### config.mk
export PLATFORM = sky130hd
export DESIGN_NAME = bram_req_ctrl
export DESIGN_NICKNAME = d
export VERILOG_FILES = /design/src/rtl/bram_req_ctrl.sv
export SDC_FILE = /design/constraint.sdc
export NUM_CORES = 1
export LEC_CHECK = 0
export CORE_MARGIN = 2
export CORE_UTILIZATION = 34
export CTS_BUF_LIST = sky130_fd_sc_hd__clkbuf_2
export CTS_CLUSTER_DIAMETER = 40
export DETAILED_ROUTE_END_ITERATION = 16
export PLACE_DENSITY = 0.79
export SYNTH_ARGS = -nofsm -noshare
export SYNTH_HDL_FRONTEND = slang
export SYNTH_SLANG_ARGS = --single-unit
### constraint.sdc
create_clock -name clk -period 1.34 [get_ports clk]
set_clock_uncertainty 0.05 [all_clocks]
set_input_delay 0.201 -clock clk [delete_from_list [all_inputs] [get_ports clk]]
set_output_delay 0.201 -clock clk [all_outputs]
set_load 0.005 [all_outputs]
### src/rtl/bram_req_ctrl.sv
// Valid/ready request front end for a single-port BRAM with 1-cycle registered read and 2-entry response buffer.
// Optional power-up array clear is built when BRAM_CTRL_CLEAR_EN is defined.
module bram_req_ctrl #(
    parameter int ADDR_WIDTH = 10,
    parameter int DATA_WIDTH = 8
) (
    input  logic                  clk,
    input  logic                  reset_n,
    input  logic                  req_valid,
    output logic                  req_ready,
    input  logic                  req_we,
    input  logic [ADDR_WIDTH-1:0] req_addr,
    input  logic [DATA_WIDTH-1:0] req_wdata,
    output logic                  rsp_valid,
    input  logic                  rsp_ready,
    output logic [DATA_WIDTH-1:0] rsp_rdata,
    output logic                  busy,
    output logic                  mem_we,
    output logic [ADDR_WIDTH-1:0] mem_addr,
    output logic [DATA_WIDTH-1:0] mem_din,
    input  logic [DATA_WIDTH-1:0] mem_dout
);

    logic                  clearing;
    logic                  run;
    logic [ADDR_WIDTH-1:0] clr_addr;

`ifdef BRAM_CTRL_CLEAR_EN
    typedef enum logic {ST_CLEAR, ST_RUN} state_t;
    state_t                state_p0, state_nxt;
    logic [ADDR_WIDTH-1:0] clr_addr_p0, clr_addr_nxt;

    always_ff @(posedge clk or negedge reset_n) begin
        if (!reset_n) begin
            state_p0    <= ST_CLEAR;
            clr_addr_p0 <= '0;
        end else begin
            state_p0    <= state_nxt;
            clr_addr_p0 <= clr_addr_nxt;
        end
    end

    // Counter wraps back to 0 on the same edge that leaves CLEAR.
    always_comb begin
        state_nxt    = state_p0;
        clr_addr_nxt = clr_addr_p0;
        if (state_p0 == ST_CLEAR) begin
            clr_addr_nxt = clr_addr_p0 + ADDR_WIDTH'(1);
            if (&clr_addr_p0)
                state_nxt = ST_RUN;
        end
    end

    assign clearing = (state_p0 == ST_CLEAR);
    assign run      = reset_n & (state_p0 == ST_RUN);
    assign busy     = clearing;
    assign clr_addr = clr_addr_p0;
`else
    assign clearing = 1'b0;
    assign run      = reset_n;
    assign busy     = 1'b0;
    assign clr_addr = '0;
`endif

    // ---- stage 0: request issue ----
    logic       vld_p1;
    logic [1:0] cnt_p2;
    logic       wr_ptr_p2, rd_ptr_p2;
    logic       pop, credit_ok, req_fire, rd_fire;

    assign pop       = rsp_valid & rsp_ready;
    assign credit_ok = (cnt_p2 == 2'd0) | ((cnt_p2 == 2'd1) & ~vld_p1);
    assign req_ready = run & (credit_ok | pop);
    assign req_fire  = req_valid & req_ready;
    assign rd_fire   = req_fire & ~req_we;

    always_comb begin
        mem_we   = 1'b0;
        mem_addr = '0;
        mem_din  = '0;
        if (reset_n & clearing) begin
            mem_we   = 1'b1;
            mem_addr = clr_addr;
        end else if (run) begin
            mem_we   = req_fire & req_we;
            mem_addr = req_addr;
            mem_din  = req_wdata;
        end
    end

    // ---- stage 1: BRAM read in flight ----
    always_ff @(posedge clk or negedge reset_n) begin
        if (!reset_n)
            vld_p1 <= 1'b0;
        else
            vld_p1 <= rd_fire;
    end

    // ---- stage 2: response buffer ----
    logic [DATA_WIDTH-1:0] buf_p2 [2];

    always_ff @(posedge clk) begin
        if (vld_p1)
            buf_p2[wr_ptr_p2] <= mem_dout;
    end

    always_ff @(posedge clk or negedge reset_n) begin
        if (!reset_n) begin
            cnt_p2    <= 2'd0;
            wr_ptr_p2 <= 1'b0;
            rd_ptr_p2 <= 1'b0;
        end else begin
            if (vld_p1)
                wr_ptr_p2 <= ~wr_ptr_p2;
            if (pop)
                rd_ptr_p2 <= ~rd_ptr_p2;
            case ({vld_p1, pop})
                2'b10:   cnt_p2 <= cnt_p2 + 2'd1;
                2'b01:   cnt_p2 <= cnt_p2 - 2'd1;
                default: cnt_p2 <= cnt_p2;
            endcase
        end
    end

    assign rsp_valid = (cnt_p2 != 2'd0);
    assign rsp_rdata = rsp_valid ? buf_p2[rd_ptr_p2] : '0;

endmodule
-- Yosys cells after proc, flatten, opt, wreduce, memory -nomap -nowiden
Memory sizes are Yosys's and may differ from the RTL's.
Cells that the tools add are included.
- muxes and demuxes: 7
- add/subtract/negate cells: 2
- reductions and logical operators: 3
- bitwise operators: 12
- equality and inequality tests: 3
- operator list (cell ; count):
    $mux W8 ; 2
    $mux W10 ; 1
    $and A1 B1 Y1 ; 6
    $eq A2 B1 Y1 const B ; 2
    $not A1 Y1 ; 4
    $pmux W2 S2 ; 1
    $reduce_bool A2 Y1 ; 2
    $mux W1 ; 3
    $add A2 B1 Y2 const B ; 1
    $eq A2 B2 Y1 const B ; 1
    $logic_not A2 Y1 ; 1
    $or A1 B1 Y1 ; 2
    $sub A2 B1 Y2 const B ; 1
- memories: 1
- word-level logic and storage cells: 32
- output and inout bits: 30
- bits in writable memories: 16
- flip-flop bits (word level): 5
- input port bits: 31
- memory list (memory ; depth ; width ; rd ports ; clocked after memory_dff ; write ports ; RTL line ; RTL):
    buf_p2 ; 2 ; 8 ; 1 ; 0 ; 1 ; 100 ; logic [DATA_WIDTH-1:0] buf_p2 [2];

-- Depth between registers and ports, before layout
- depth after elaboration: 8
- mapped depth: 6
- mapped depth without buffers: 6

-- Worst setup path before layout
OpenSTA, ideal clock, no wires.
- kind: reg2reg
- start point: register cnt_p2[0]
- end point: register cnt_p2[1]
- arrival time: 1.204 ns
- cell stages (with the launch flop): 7
- path buffers: 0
- clock period less this slack: 1.381 ns
- library setup time: 0.127 ns
- setup slack: -0.041 ns
- required time: 1.163 ns
- path through: dfrtp_1 inv_1 ha_1 and2b_1 ha_1 nand2_1 o21ai_0
- longest elaborated chain between the ends: 4
- elaborated cells on any way between the ends: 8
- classes of those cells: add/sub: 2; eq/ne: 2; mux: 1; bitwise: 1; reduce/logical: 2
- RTL lines (what ; RTL line ; RTL):
    start, declared ; 67 ; logic [1:0] cnt_p2;
    start signal, assigned ; 118 ; 2'b10: cnt_p2 <= cnt_p2 + 2'd1;
    start signal, assigned ; 119 ; 2'b01: cnt_p2 <= cnt_p2 - 2'd1;
    start signal, assigned ; 120 ; default: cnt_p2 <= cnt_p2;
    $reduce_bool A2 Y1 ; 125 ; assign rsp_valid = (cnt_p2 != 2'd0);
    $and A1 B1 Y1 ; 71 ; assign pop = rsp_valid & rsp_ready;
    $eq A2 B1 Y1 or $eq A2 B2 Y1 (tied branches) ; 117 ; case ({vld_p1, pop})
    $pmux W2 S2 or $reduce_bool A2 Y1 (tied branches) ; n/a ;
Parallel ways exist; a longest one is shown, timed or not.
A chain may end at the register's enable or synchronous reset.

-- Final worst setup path
- start point: register cnt_p2[0]
- end point: output port rsp_rdata[7]
- longest elaborated chain between the ends: 2
- RTL lines (what ; RTL line ; RTL):
    $reduce_bool A2 Y1 ; 125 ;
    $mux W8 ; 126 ; assign rsp_rdata = rsp_valid ? buf_p2[rd_ptr_p2] : '0;
    end, declared ; 16 ; output logic [DATA_WIDTH-1:0] rsp_rdata,
Every way passes these cells.

==> results.yml <==
status:
  status: "finished, violations left"
  violations: "negative setup slack"
floorplanning:
  initial_utilization_pct: 36.5
  die-width_um: 58.9
  row_count: 19
  die_h_um: 58.9
  core_area_um2: 2810
  die_area_um2: 3470
  boundaryPins: 61
placed_design:
  dp_worst_setup_slack_ns: -0.500
  gp_congestion: 0.680
  hpwl_mm: 1.97
  placed_cell_area_um2: 1730
  numPortBuffers: 59
clock_network:
  cts_max_level: 1
  clk_latency_ns: 0.31
  cts_tree: "built"
  numClockSinks: 21
  root_buffer: "clkbuf_2"
  numCtsBuffers: 3
  clockBufferDepth: 2
  clk_pin_slew_ns: 0.18
logic_synthesis:
  ys_seq_area_share_pct: 59.1
  yosysWarnings: 0
  yosys_register_bits: 21
  async_flop_share_pct: 23.8
  syn-cell-area_um2: 1020
  synth.distinct_cells: 23
  synth.avg_cell_area_um2: 12.2
  syn_inst: 84
  yosys_most_used_dff: "edfxtp_1"
  synthesis.nets: 118
  synth_edf_count: 16
timing:
  rsz0062_at_grt: "true"
  max_freq_mhz: 580
  slew_violations: 0
  period_needed_ns: 1.72
  layout_setup_ws_ns: -0.384
  layout_worst_path_cycle_share_pct: 129
  hold_violations: 0
  setup_violations: 14
layout:
  diodes: 0
  drive_gt1_share_pct: 34.0
  fin_nets: 194
  area_growth_syn_to_layout_pct: 83.4
  fillers: 215
  fin_area_um2: 1880
pwr:
  ir_drop_mv: 1.25
  total_power_mw: 2.89
  p_leak_nw: 0.820
  powerDensity_nw_per_um2: 1540
setup_path:
  cp_common_cell: "buf_12"
  critical-path-slowest-cell: "dfrtp_1"
  path_delay_family: "buffers and inverters"
  cp.required_ns: 1.09
  max_stage_delay_ns: 0.42
  path_class: "flop to output port"
  crit_chain: "buf_6, inv_4, ha_4, buf_12, buf_12, nor2_4, buf_2"
  start_kind: "flop"
  cp_num_buf_inv: 5
  crit_path_end_kind: "output port"
  crit_arrival_ns: 1.47
  worstPathMaxFanout: 4
drt:
  wl_per_cell_um: 14.0
  via_per_inst: 4.55
  drt_iter0_drc: 27
  drcViolationCount: 0
  dr.pass1.iters: 3
  drtAntennaViolNets: 0
  vias: 864
  wl_mm: 2.66
global_routing:
  grt_max_degree: 12
  grt_use_total_pct: 14.6
  grt_pass1_wl_mm: 3.81
  antenna_found_initial: 0
  grt_pass1_vias: 843
  grt.overflow.total: 0
min_path:
  hp-class: "input port to flop"
flow_run:
  max_cap_violations: 0
-- power by group --
group	leakage, nW	internal, mW	switching, mW
Combinational	0.598	1.05	0.728
Sequential	0.206	0.801	0.0566
Clock	0.0166	0.0791	0.177
Total	0.820	1.93	0.961
-- cell families after synthesis --
logic type / share of synthesized area [%]
AO/OA/AOI/OAI: 2.20
flip-flops: 59.1
other: 0.366
multiplexers: 7.81
buffers and inverters: 5.00
adder cells (fa/ha/maj): 3.66
AND/OR/NAND/NOR: 18.4
XOR/XNOR: 3.42
-- path summary, 6_finish.rpt --
check                           from            to  slack, ns  depth (start not counted)
max reg2reg                cnt_p2[0]     cnt_p2[1]      -0.30                          8
max                        cnt_p2[0]  rsp_rdata[7]      -0.38                          7
min                          reset_n        vld_p1       0.11                          3
max in group asynchronous    reset_n     cnt_p2[0]       0.68                          4
min reg2reg                wr_ptr_p2     wr_ptr_p2       0.47                          1
min in group asynchronous    reset_n     wr_ptr_p2       0.45                          4
-- placed cells by master, fill, tap and decap left out, types with 2 or more instances in the layout --
| master | synthesis | routed |
|---|---|---|
| clkdlybuf4s50_1 | 0 | 29 |
| and2_1 | 19 | 19 |
| dlygate4sd2_1 | 0 | 18 |
| edfxtp_1 | 16 | 16 |
| buf_2 | 1 | 10 |
| buf_4 | 2 | 9 |
| nor2_4 | 0 | 8 |
| mux2i_1 | 8 | 6 |
| clkbuf_2 | 1 | 5 |
| dfrtp_1 | 5 | 5 |
| buf_6 | 1 | 5 |
| ha_4 | 0 | 3 |
| buf_12 | 0 | 3 |
| inv_2 | 0 | 2 |
| mux2i_2 | 0 | 2 |
| xnor2_2 | 0 | 2 |
| xor2_1 | 2 | 2 |
-- through the flow --
step                std cells  hold slack (ns)  util (%)  setup TNS, ns
floorplan                  84           -0.145         -              0
global placement          180            0.417      61.6         -10.54
detailed placement        180            0.429      61.6         -11.76
CTS                       189           0.0410      64.9          -4.57
global route              190            0.101      67.0          -5.95
finish                    190            0.114      67.0          -4.67
-- cell usage after synthesis, types with 2 or more instances --
cell      number  area [um2]
a21oi_1        2        10.0
and2_1        19         119
buf_4          2        15.0
dfrtp_1        5         125
edfxtp_1      16         480
ha_1           3        37.5
inv_1          4        15.0
mux2i_1        8        80.1
nor2_1         9        33.8
xnor2_1        2        17.5
xor2_1         2        17.5
-- layout make-up --
type                            instances  area, um2  share of cell area [%]
Timing Repair Buffer                   76        697                    37.1
Sequential cell                        21        606                    32.2
Multi-Input combinational cell         54        500                    26.6
Tap cell                               31       38.8                    2.06
Clock buffer                            4       20.0                    1.07
Inverter                                4       17.5                   0.932
-- registers in the layout, indices dropped and copies added (netlist names) --
name       flops
wr_ptr_p2      1
buf_p2        16
rd_ptr_p2      1
vld_p1         1
cnt_p2         2
-- per-layer routing --
layer | vias to the layer above | track usage, % | wire [um]
met2 | 14 | 29.2 | 1570
li1 | 425 | - | -
met1 | 421 | 15.4 | 1000
met3 | 4 | 2.86 | 51
met4 | 0 | 3.25 | 37
met5 | - | 0 | 0
-- worst register-to-register path, delay by kind of cell, from the launching register on --
kind | cells | cell delay [ns]
AOI/OAI and AO/OA | 1 | 0.08
adders and majority gates | 2 | 0.44
buffers and inverters | 3 | 0.27
DFF | 1 | 0.44
and+or+nand+nor | 2 | 0.30
-- what timing repair did --
item	in CTS	in global routing
gates resized for setup	86	15
hold buffers	0	1
setup endpoints to repair	32	15
pin swaps	13	2
setup buffers	4	2
gates cloned	1	0
endpoints found under the hold margin	0	5
Power figures use the tool's default switching activity.
